[src/rtl/riscv_pkg.sv]
// Shared RV32I load/store encodings, FSM states and byte-enable constants.
// Used by load_store_unit and lsu_align.
package riscv_pkg;

  localparam logic [2:0] F3_LB  = 3'b000;
  localparam logic [2:0] F3_LH  = 3'b001;
  localparam logic [2:0] F3_LW  = 3'b010;
  localparam logic [2:0] F3_LBU = 3'b100;
  localparam logic [2:0] F3_LHU = 3'b101;

  localparam logic [3:0] BE_BYTE = 4'b0001;
  localparam logic [3:0] BE_HALF = 4'b0011;
  localparam logic [3:0] BE_WORD = 4'b1111;

  typedef enum logic [1:0] {
    S_IDLE,
    S_ACCESS,
    S_RESP
  } lsu_state_e;

  typedef enum logic [1:0] {
    SZ_B,
    SZ_H,
    SZ_W
  } lsu_size_e;

  // funct3[1:0]: 00 byte, 01 half, anything else is a word
  function automatic lsu_size_e f3_size(
    input logic [1:0] f3
  );
    unique case (f3)
      2'b00:   return SZ_B;
      2'b01:   return SZ_H;
      default: return SZ_W;
    endcase
  endfunction

endpackage

[src/rtl/lsu_align.sv]
// Byte-lane enables, store lane replication and load extraction/extension.
// Misaligned low offset bits are dropped to the access size boundary.
module lsu_align
  import riscv_pkg::*;
(
  input  logic [1:0]  off_i,
  input  logic [2:0]  funct3_i,
  input  logic [31:0] wdata_i,
  input  logic [31:0] rdata_i,
  output logic [3:0]  be_o,
  output logic [31:0] wdata_o,
  output logic [31:0] rdata_o
);

  lsu_size_e   size;
  logic [1:0]  lane;
  logic [31:0] shifted;

  assign size = f3_size(funct3_i[1:0]);

  always_comb begin
    lane    = 2'b00;
    be_o    = BE_WORD;
    wdata_o = wdata_i;
    unique case (1'b1)
      (size == SZ_B): begin
        lane    = off_i;
        be_o    = BE_BYTE << off_i;
        wdata_o = {4{wdata_i[7:0]}};
      end
      (size == SZ_H): begin
        lane    = {off_i[1], 1'b0};
        be_o    = BE_HALF << {off_i[1], 1'b0};
        wdata_o = {2{wdata_i[15:0]}};
      end
      default: begin
        lane = 2'b00;
      end
    endcase
  end

  assign shifted = rdata_i >> {lane, 3'b000};

  always_comb begin
    unique case (funct3_i)
      F3_LB:   rdata_o = {{24{shifted[7]}}, shifted[7:0]};
      F3_LH:   rdata_o = {{16{shifted[15]}}, shifted[15:0]};
      F3_LBU:  rdata_o = {24'h0, shifted[7:0]};
      F3_LHU:  rdata_o = {16'h0, shifted[15:0]};
      F3_LW:   rdata_o = shifted;
      default: rdata_o = shifted;
    endcase
  end

endmodule

[src/rtl/load_store_unit.sv]
// RV32I load/store unit: IDLE/ACCESS/RESP FSM with registered outputs.
// Define LSU_MISALIGN_TRAP_EN to trap misaligned half/word accesses.
module load_store_unit
  import riscv_pkg::*;
(
  input  logic        clk,
  input  logic        rst,
  input  logic        ex_valid,
  output logic        ex_ready,
  input  logic [31:0] ex_addr,
  input  logic [31:0] ex_wdata,
  input  logic        ex_load,
  input  logic        ex_store,
  input  logic [2:0]  ex_funct3,
  input  logic [4:0]  ex_rd,
  output logic        mem_req,
  output logic        mem_we,
  output logic [31:0] mem_addr,
  output logic [3:0]  mem_be,
  output logic [31:0] mem_wdata,
  input  logic        mem_ack,
  input  logic [31:0] mem_rdata,
  output logic        wb_valid,
  output logic        wb_we,
  output logic [4:0]  wb_rd,
  output logic [31:0] wb_data
`ifdef LSU_MISALIGN_TRAP_EN
  ,
  output logic        misalign
`endif
);

  lsu_state_e  state_q;
  logic [1:0]  off_q;
  logic [2:0]  f3_q;
  logic [4:0]  rd_q;
  logic        st_q;

  logic        mem_req_q;
  logic        mem_we_q;
  logic [31:0] mem_addr_q;
  logic [3:0]  mem_be_q;
  logic [31:0] mem_wdata_q;
  logic        wb_valid_q;
  logic        wb_we_q;
  logic [4:0]  wb_rd_q;
  logic [31:0] wb_data_q;

  logic        idle;
  logic        is_mem;
  logic [1:0]  al_off;
  logic [2:0]  al_f3;
  logic [3:0]  al_be;
  logic [31:0] al_wdata;
  logic [31:0] al_rdata;

  assign idle   = (state_q == S_IDLE);
  assign is_mem = ex_load | ex_store;

  // Aligner sees the incoming op in IDLE, the latched op afterwards
  assign al_off = idle ? ex_addr[1:0] : off_q;
  assign al_f3  = idle ? ex_funct3 : f3_q;

  lsu_align u_align (
    .off_i    (al_off),
    .funct3_i (al_f3),
    .wdata_i  (ex_wdata),
    .rdata_i  (mem_rdata),
    .be_o     (al_be),
    .wdata_o  (al_wdata),
    .rdata_o  (al_rdata)
  );

`ifdef LSU_MISALIGN_TRAP_EN
  lsu_size_e ex_size;
  logic      mis_w;
  logic      misalign_q;

  assign ex_size = f3_size(ex_funct3[1:0]);
  assign mis_w   = ((ex_size == SZ_H) & ex_addr[0]) |
                   ((ex_size == SZ_W) & (|ex_addr[1:0]));
  assign misalign = misalign_q;
`endif

  always_ff @(posedge clk) begin
    if (rst) begin
      state_q     <= S_IDLE;
      off_q       <= 2'b00;
      f3_q        <= 3'b000;
      rd_q        <= 5'd0;
      st_q        <= 1'b0;
      mem_req_q   <= 1'b0;
      mem_we_q    <= 1'b0;
      mem_addr_q  <= 32'h0;
      mem_be_q    <= 4'h0;
      mem_wdata_q <= 32'h0;
      wb_valid_q  <= 1'b0;
      wb_we_q     <= 1'b0;
      wb_rd_q     <= 5'd0;
      wb_data_q   <= 32'h0;
`ifdef LSU_MISALIGN_TRAP_EN
      misalign_q  <= 1'b0;
`endif
    end else begin
      wb_valid_q <= 1'b0;
`ifdef LSU_MISALIGN_TRAP_EN
      misalign_q <= 1'b0;
`endif
      unique case (state_q)
        S_IDLE: begin
          if (ex_valid && !is_mem) begin
            wb_valid_q <= 1'b1;
            wb_we_q    <= (ex_rd != 5'd0);
            wb_rd_q    <= ex_rd;
            wb_data_q  <= ex_addr;
`ifdef LSU_MISALIGN_TRAP_EN
          end else if (ex_valid && mis_w) begin
            wb_valid_q <= 1'b1;
            wb_we_q    <= 1'b0;
            wb_rd_q    <= ex_rd;
            wb_data_q  <= ex_addr;
            misalign_q <= 1'b1;
`endif
          end else if (ex_valid) begin
            state_q     <= S_ACCESS;
            off_q       <= ex_addr[1:0];
            f3_q        <= ex_funct3;
            rd_q        <= ex_rd;
            st_q        <= ex_store;
            mem_req_q   <= 1'b1;
            mem_we_q    <= ex_store;
            mem_addr_q  <= {ex_addr[31:2], 2'b00};
            mem_be_q    <= al_be;
            mem_wdata_q <= al_wdata;
          end
        end
        S_ACCESS: begin
          if (mem_ack) begin
            state_q    <= S_RESP;
            mem_req_q  <= 1'b0;
            mem_we_q   <= 1'b0;
            wb_valid_q <= 1'b1;
            wb_we_q    <= !st_q && (rd_q != 5'd0);
            wb_rd_q    <= rd_q;
            wb_data_q  <= st_q ? 32'h0 : al_rdata;
          end
        end
        S_RESP: begin
          state_q <= S_IDLE;
        end
        default: begin
          state_q <= S_IDLE;
        end
      endcase
    end
  end

  assign ex_ready  = idle;
  assign mem_req   = mem_req_q;
  assign mem_we    = mem_we_q;
  assign mem_addr  = mem_addr_q;
  assign mem_be    = mem_be_q;
  assign mem_wdata = mem_wdata_q;
  assign wb_valid  = wb_valid_q;
  assign wb_we     = wb_we_q;
  assign wb_rd     = wb_rd_q;
  assign wb_data   = wb_data_q;

endmodule

[config.mk]
export PLATFORM = sky130hd
export DESIGN_NAME = load_store_unit
export DESIGN_NICKNAME = d
export VERILOG_FILES = /design/src/rtl/riscv_pkg.sv /design/src/rtl/lsu_align.sv /design/src/rtl/load_store_unit.sv
export SDC_FILE = /design/constraint.sdc
export NUM_CORES = 1
export LEC_CHECK = 0
export CAP_MARGIN = 20
export CORE_ASPECT_RATIO = 2
export CORE_MARGIN = 8
export CORE_UTILIZATION = 47
export DETAILED_ROUTE_END_ITERATION = 10
export GPL_TIMING_DRIVEN = 1
export PLACE_DENSITY = 0.88
export SLEW_MARGIN = 10
export SYNTH_ARGS = -nofsm -noshare
export SYNTH_HDL_FRONTEND = slang
export SYNTH_SLANG_ARGS = --single-unit
[constraint.sdc]
create_clock -name clk -period 4.8 [get_ports clk]
set_input_delay 0.48 -clock clk [delete_from_list [all_inputs] [get_ports clk]]
set_output_delay 0.48 -clock clk [all_outputs]
set_load 0.02 [all_outputs]
# After elaboration in Yosys (flattened, before gate mapping)
# Index checks and enable logic that the tools add are counted.
[op_classes]
eq_ne = 10
bitwise = 2
mux = 31
reduce_logical = 15
shifts = 3
[ops]
columns = ["cell", "n"]
rows = [
  ["$pmux 32 s2", 2],
  ["$pmux 32 s4", 1],
  ["$mux 32", 3],
  ["$shr 32x5->32", 1],
  ["$pmux 2 s2", 3],
  ["$mux 5", 2],
  ["$pmux 5 s2", 1],
  ["$reduce_bool 5->1", 2],
  ["$mux 1", 9],
  ["$reduce_and 3->1", 3],
  ["$mux 2", 4],
  ["$pmux 1 s2", 4],
  ["$pmux 4 s2", 1],
  ["$eq 2x1->1 const B", 3],
  ["$eq 3x3->1 const B", 2],
  ["$logic_not 2->1", 3],
  ["$ne 2x2->1 const B", 3],
  ["$reduce_and 4->1", 1],
  ["$shl 1x2->4 const A", 1],
  ["$shl 2x2->4 const A", 1],
  ["$eq 3x1->1 const B", 1],
  ["$logic_not 3->1", 1],
  ["$mux 3", 1],
  ["$logic_and 1x1->1", 2],
  ["5 further kinds", 6],
]
[totals]
word_cells = 75
input_bits = 110
out_inout_bits = 110
ff_bits = 120

# Logic depth before layout (Yosys ltp)
[depth]
depth_word = 11
depth_mapped = 8
ltp_nobuf = 6

# Cells and area by module
# Synthesis repeated with hierarchy kept, for this count alone.
[hier_totals]
hier_cells = 725
hier_area_um2 = 5876.9
[by_module_without_submodules]
columns = ["module", "instances", "cells_each", "seq_area_each_um2", "area_each_um2"]
rows = [
  ["load_store_unit", 1, 576, 2402.3, 4724.5],
  ["lsu_align", 1, 149, 0.0, 1152.4],
]

# Least setup slack after synthesis
# OpenSTA, ideal clock, no wires.
[synth_timing]
kind = "register -> register"
startpoint = "reg state_q[1]"
endpoint = "reg wb_data_q[29] (netlist: wb_data[29])"
setup_ns = 0.136
t_arrival_ns = 2.278
t_required_ns = 4.664
slack_ns = 2.386
synth_period_minus_slack_ns = 2.414
path_buffers = 2
stages_incl_launch_ff = 8
path_cell_list = "dfxtp_1 -> nor2_2 -> buf_2 -> mux2i_2 -> a31oi_1 -> a221oi_4 -> buf_6 -> o32ai_1"
[synth_via]
elab_chain_cells = 11
elab_cells_between_ends = 23
cone_classes = "8 x eq/ne; 1 x shift; 8 x mux; 6 x reduce/logical"
[synth_rtl]
columns = ["item", "line", "rtl"]
rows = [
  ["from (decl)", "load_store_unit.sv:33", "lsu_state_e state_q;"],
  ["from (signal assigned)", "load_store_unit.sv:87", "state_q <= S_IDLE;"],
  ["from (signal assigned)", "load_store_unit.sv:125", "state_q <= S_ACCESS;"],
  ["from (signal assigned)", "load_store_unit.sv:139", "state_q <= S_RESP;"],
  ["$logic_not 2->1 (*)", "load_store_unit.sv:57", "assign idle = (state_q == S_IDLE);"],
  ["net ex_ready", "load_store_unit.sv:9", "output logic ex_ready,"],
  ["$mux 3", "load_store_unit.sv:62", "assign al_f3 = idle ? ex_funct3 : f3_q;"],
  ["$eq 2x1->1 or $logic_not 2->1 (tied branches)", "riscv_pkg.sv:31", "unique case (f3)"],
  ["$pmux 2 s2", "riscv_pkg.sv:31", ""],
  ["$eq 2x1->1 or $logic_not 2->1 (tied branches)", "lsu_align.sv:31, lsu_align.sv:26", ""],
  ["$pmux 2 s2", "lsu_align.sv:25", "unique case (1'b1)"],
  ["$shr 32x5->32", "lsu_align.sv:42", "assign shifted = rdata_i >> {lane, 3'b000};"],
  ["$pmux 32 s4", "lsu_align.sv:45", "unique case (funct3_i)"],
  ["$mux 32", "load_store_unit.sv:145", "wb_data_q <= st_q ? 32'h0 : al_rdata;"],
  ["$mux 32", "load_store_unit.sv:138", "if (mem_ack) begin"],
  ["$pmux 32 s2", "load_store_unit.sv:109", "unique case (state_q)"],
  ["to (signal assigned)", "load_store_unit.sv:115", "wb_data_q <= ex_addr;"],
  ["to (signal assigned)", "load_store_unit.sv:145", ""],
  ["to (decl)", "load_store_unit.sv:47", "logic [31:0] wb_data_q;"],
]
# The timed path passes the listed nets; every way through them passes the cells marked *. The select of a mux whose other input is x is not followed.
# A chain may end at the register's enable or synchronous reset.

# Worst setup path after layout
[layout_timing]
startpoint = "reg state_q[1]"
endpoint = "reg wb_data_q[25] (netlist: wb_data[25])"
[layout_via]
elab_chain_cells = 11
elab_cells_between_ends = 23
cone_classes = "8 x eq/ne; 1 x shift; 8 x mux; 6 x reduce/logical"
[layout_rtl]
columns = ["item", "line"]
rows = [
  ["$logic_not 2->1", "load_store_unit.sv:57, load_store_unit.sv:109"],
  ["$mux 3", "load_store_unit.sv:62"],
  ["$eq 2x1->1 or $logic_not 2->1 (tied branches)", "riscv_pkg.sv:31"],
  ["$pmux 2 s2", "riscv_pkg.sv:31"],
  ["$eq 2x1->1 or $logic_not 2->1 (tied branches)", "lsu_align.sv:31, lsu_align.sv:26"],
  ["$pmux 2 s2", "lsu_align.sv:25"],
  ["$shr 32x5->32", "lsu_align.sv:42"],
  ["$pmux 32 s4", "lsu_align.sv:45"],
  ["$mux 32", "load_store_unit.sv:145"],
  ["$mux 32", "load_store_unit.sv:138"],
  ["$pmux 32 s2", "load_store_unit.sv:109"],
]
# Parallel ways exist; a longest one is shown, timed or not. The select of a mux whose other input is x is not followed.

==> metrics.md <==
| Metric | Value |
|---|---|
| Run status | complete, no violations |
| End-of-flow core utilization | 0.7192 |
| Logic depth of the worst register-to-register path | 6 |
| Worst-skew pair later-pin latency | 0.41 ns |
| Worst Clk Skew | 0.006599 ns |
| Maximum capacitance violations | 0 |
| Instance count after placement with tap cells included | 1,012 |
| 1st-iter DRT viols | 436 |
| Number of enable flip-flop cells after synthesis | 0 |
| Main synth FF type | dfxtp_1 |
| Total Die Area | 0.01592 mm2 |
| Input/output buffers | 217 |
| Clock tree from TritonCTS | yes |
| Pin count of the biggest net entering global routing | 86 |
| Tot GR Track Use | 0.2647 |
| Detailed-route wire length | 21,500 um |
| Number of buffers added by the clock tree synthesis step | 17 |
| Length of routed met2 wiring | 11,600 um |
| Number of standard cells in the final layout excluding fillers | 1,043 |
| Share of flip-flops with an asynchronous set or reset after synthesis | 0 |
| Number of global-route vias before repair | 6,068 |
| Floorplan row count | 56 |
| Uppermost layer routed | met4 |
| Required time of the worst setup path | 5.05 ns |
| Number of warnings reported in the yosys synthesis log | 0 |
| Setup crit end kind | flop |
| Layout cells sized above 1 | 0.08686 |
| Critical path type | flop to flop |
| Largest voltage drop on the vdd net | 293.1 uV |
| Sum Neg Setup Slack | 0 ns |
| Max-slew headroom | 0.3121 |
| Total power per unit cell area | 376.0 mW/mm2 |
| Worst-case register-to-register setup slack | 1.40 ns |
| Worst-margin pin slew | 1.026 ns |
| RR Endpoint | wb_data[25]$_SDFFE_PP0P_ |
| Total Nets Final | 996 |
| Arrival @ worst endpoint | 3.65 ns |
| Horizontal die dimension | 93.31 um |
| Height of the chip | 170.6 um |
| Cell at the slowest stage of the critical path | o21a_1 |
| Critical Path Source Type | flop |
| Leakage Power | 3.105 nW |
| Post-Synthesis Cell Area | 0.005618 mm2 |
| Total power after layout | 3.164 mW |
| Mean instance size in the synthesized netlist | 8.003 um2 |
| Layout overhead on the synthesized area | 49.80% |
| Number of instances resized during post-cts repair | 0 |
| Layout filler cell count | 872 |
| Clock root buffer master | clkbuf_16 |
| First-pass detailed-route iteration total | 5 |
| CTS HTree Levels | 4 |
| Largest stage delay on the critical path | 0.78 ns |
| CTS Buffer Depth | 2 |
| DRT antenna net count | 0 |
| Max Freq | 294.4 MHz |
| Flip-flop and latch count after synthesis | 120 |
| Number of hold-repair buffers added at the cts stage | 0 |
| GR Overflow Total | 0 |
| Cell class contributing the biggest share of worst-path delay | compound AO/OA/AOI/OAI gates |
| Unrepaired setup endpoints after global routing | no |
| Postcts setup bufs | 0 |
| Total via count after detailed routing | 6,053 |
| Endpoints failing hold | 0 |
| DRC | 0 |
| Final Max Tran Viols | 0 |
| Most frequent cells in the layout | 216 x clkdlybuf4s50_1, 171 x nand2_1, 120 x dfxtp_1, 87 x a21oi_1, 62 x nor2_1 |
| Seq/Total Area, Yosys | 0.4276 |
| Number of placed I/O pins | 220 |
| GP Congestion | 0.9305 |
| Starting Density | 0.4801 |
| Clock-pin slew on the worst setup and hold paths | 0.05 ns |
| Clock period minus worst slack | 3.397 ns |
| Wire length of the first global-routing pass | 32,390 um |
| Cell breakdown of the critical path | nor2_2, o21a_1, mux2i_1, o211ai_1, a221oi_4, o32ai_1 |
| Timing endpoint of the critical path | wb_data[25]$_SDFFE_PP0P_ |
| Number of distinct library cells after synthesis | 46 |
| CP Max Fanout | 20 |
| Most frequent standard cell in the layout excluding fill and tap cells | clkdlybuf4s50_1 |
| Vias/cell | 5.803 |
| Number of cells on the critical path | 6 |
| Final worst-path cycle share | 0.7078 |
| Launching point of the worst reg2reg path | state_q[1]$_SDFFE_PP0P_ |
| Sink Count | 120 |
| Origin of the worst setup path | state_q[1]$_SDFFE_PP0P_ |
| Number of buffer and inverter instances along the worst setup path | 0 |
| M1 WL | 7432 um |
| Ant diodes | 0 |
| Routed len/inst | 20.61 um |
| Hold Slack | 0.4521 ns |
| Estimated wirelength of the detail-placed design | 15,220 um |
| Final setup fails | 0 |
| Gate count after technology mapping | 702 |
| Met3 routed wirelength | 1627 um |
| Worst Hold Class | flop to flop |
| Core Footprint | 0.01170 mm2 |
| Antenna violations before repair | 0 |
-- per-layer routing --
metal  track usage  vias up
li1              -     2854
met1        0.2585     2845
met2        0.4901      295
met3       0.06585       59
met4        0.1412        0
met5             0        -
-- logic make-up (layout without fill, tap and decap cells) --
kind of cell,after synthesis,after routing,synth area share
and+or+nand+nor,282,282,0.2082
AOI/OAI and AO/OA,190,190,0.2221
DFF,120,120,0.4276
buffers and inverters,60,255,0.04655
muxes,49,49,0.09488
other,1,2,0.0006675
-- worst reg2reg max path: stages, from the launching register on --
cell	delay (ns)
dfxtp_1	0.39
nor2_2	0.67
o21a_1	0.79
mux2i_1	0.27
o211ai_1	0.20
a221oi_4	0.72
o32ai_1	0.21
-- area by class of cell --
| cell class | count | area [um2] | area share |
|---|---|---|---|
| clock buffers | 22 | 474.2 | 0.05635 |
| flip-flops and latches | 120 | 2402 | 0.2855 |
| multi-input cells | 523 | 2993 | 0.3556 |
| repair buffers | 224 | 2242 | 0.2664 |
| clock inverters | 9 | 122.6 | 0.01457 |
| well taps | 145 | 181.4 | 0.02156 |
-- per-stage QoR --
step                worst slack (ns)  area (um2)
floorplan                      2.386        5622
finish                         1.403        8416
global placement               1.366        7791
detailed placement             1.229        7819
global route                   1.193        8416
CTS                            1.449        8416
-- worst min path at each step --
stage | to | depth (start not counted) | from
2_1_floorplan | f3_q[2]$_SDFFE_PP0P_ | 2 | f3_q[2]$_SDFFE_PP0P_
3_3_place_gp | mem_be[3]$_SDFFE_PP0P_ | 2 | mem_be[3]$_SDFFE_PP0P_
3_5_place_dp | mem_addr[30]$_SDFFE_PP0P_ | 2 | mem_addr[30]$_SDFFE_PP0P_
4_1_cts | mem_addr[23]$_SDFFE_PP0P_ | 2 | mem_addr[23]$_SDFFE_PP0P_
5_1_grt | mem_wdata[4]$_SDFFE_PP0P_ | 2 | mem_wdata[4]$_SDFFE_PP0P_
6_report | mem_addr[28]$_SDFFE_PP0P_ | 2 | mem_addr[28]$_SDFFE_PP0P_
-- synthesized netlist by cell type (3+ instances only) --
library cell  count  area (um2)
a311oi_1         24       210.2
nor2_1           62       232.7
dfxtp_1         120        2402
o32ai_1           8       70.07
or3_1             9       56.30
or4_1             3       22.52
mux2_2           24       270.3
o211ai_1          4       30.03
mux2i_1          17       170.2
nand3_1           8       40.04
buf_6             3       33.78
a211oi_1         13       97.59
o22ai_1           8       50.05
nor3_1           16       80.08
nand2_1         171       641.9
a21oi_1          87       435.4
mux2_1            7       78.83
clkbuf_1         46       172.7
o21ai_1           8       40.04
a221oi_2          7       105.1
o21ai_0          20       100.1
buf_1             4       15.01
buf_2             5       25.02
-- sequential cells by signal (all words and copies together), names as in the netlist --
name	cells
mem_be	4
st_q	1
off_q	2
state_q	2
rd_q	5
wb_rd	5
mem_addr	30
f3_q	3
mem_wdata	32
wb_we	1
mem_we	1
wb_data	32
mem_req	1
wb_valid	1
-- power breakdown --
part | internal [mW] | total [mW] | switching (mW)
clock | 0.850 | 1.30 | 0.446
sequential | 1.08 | 1.12 | 0.0480
combinational | 0.332 | 0.744 | 0.412
Power figures use the tool's default switching activity.
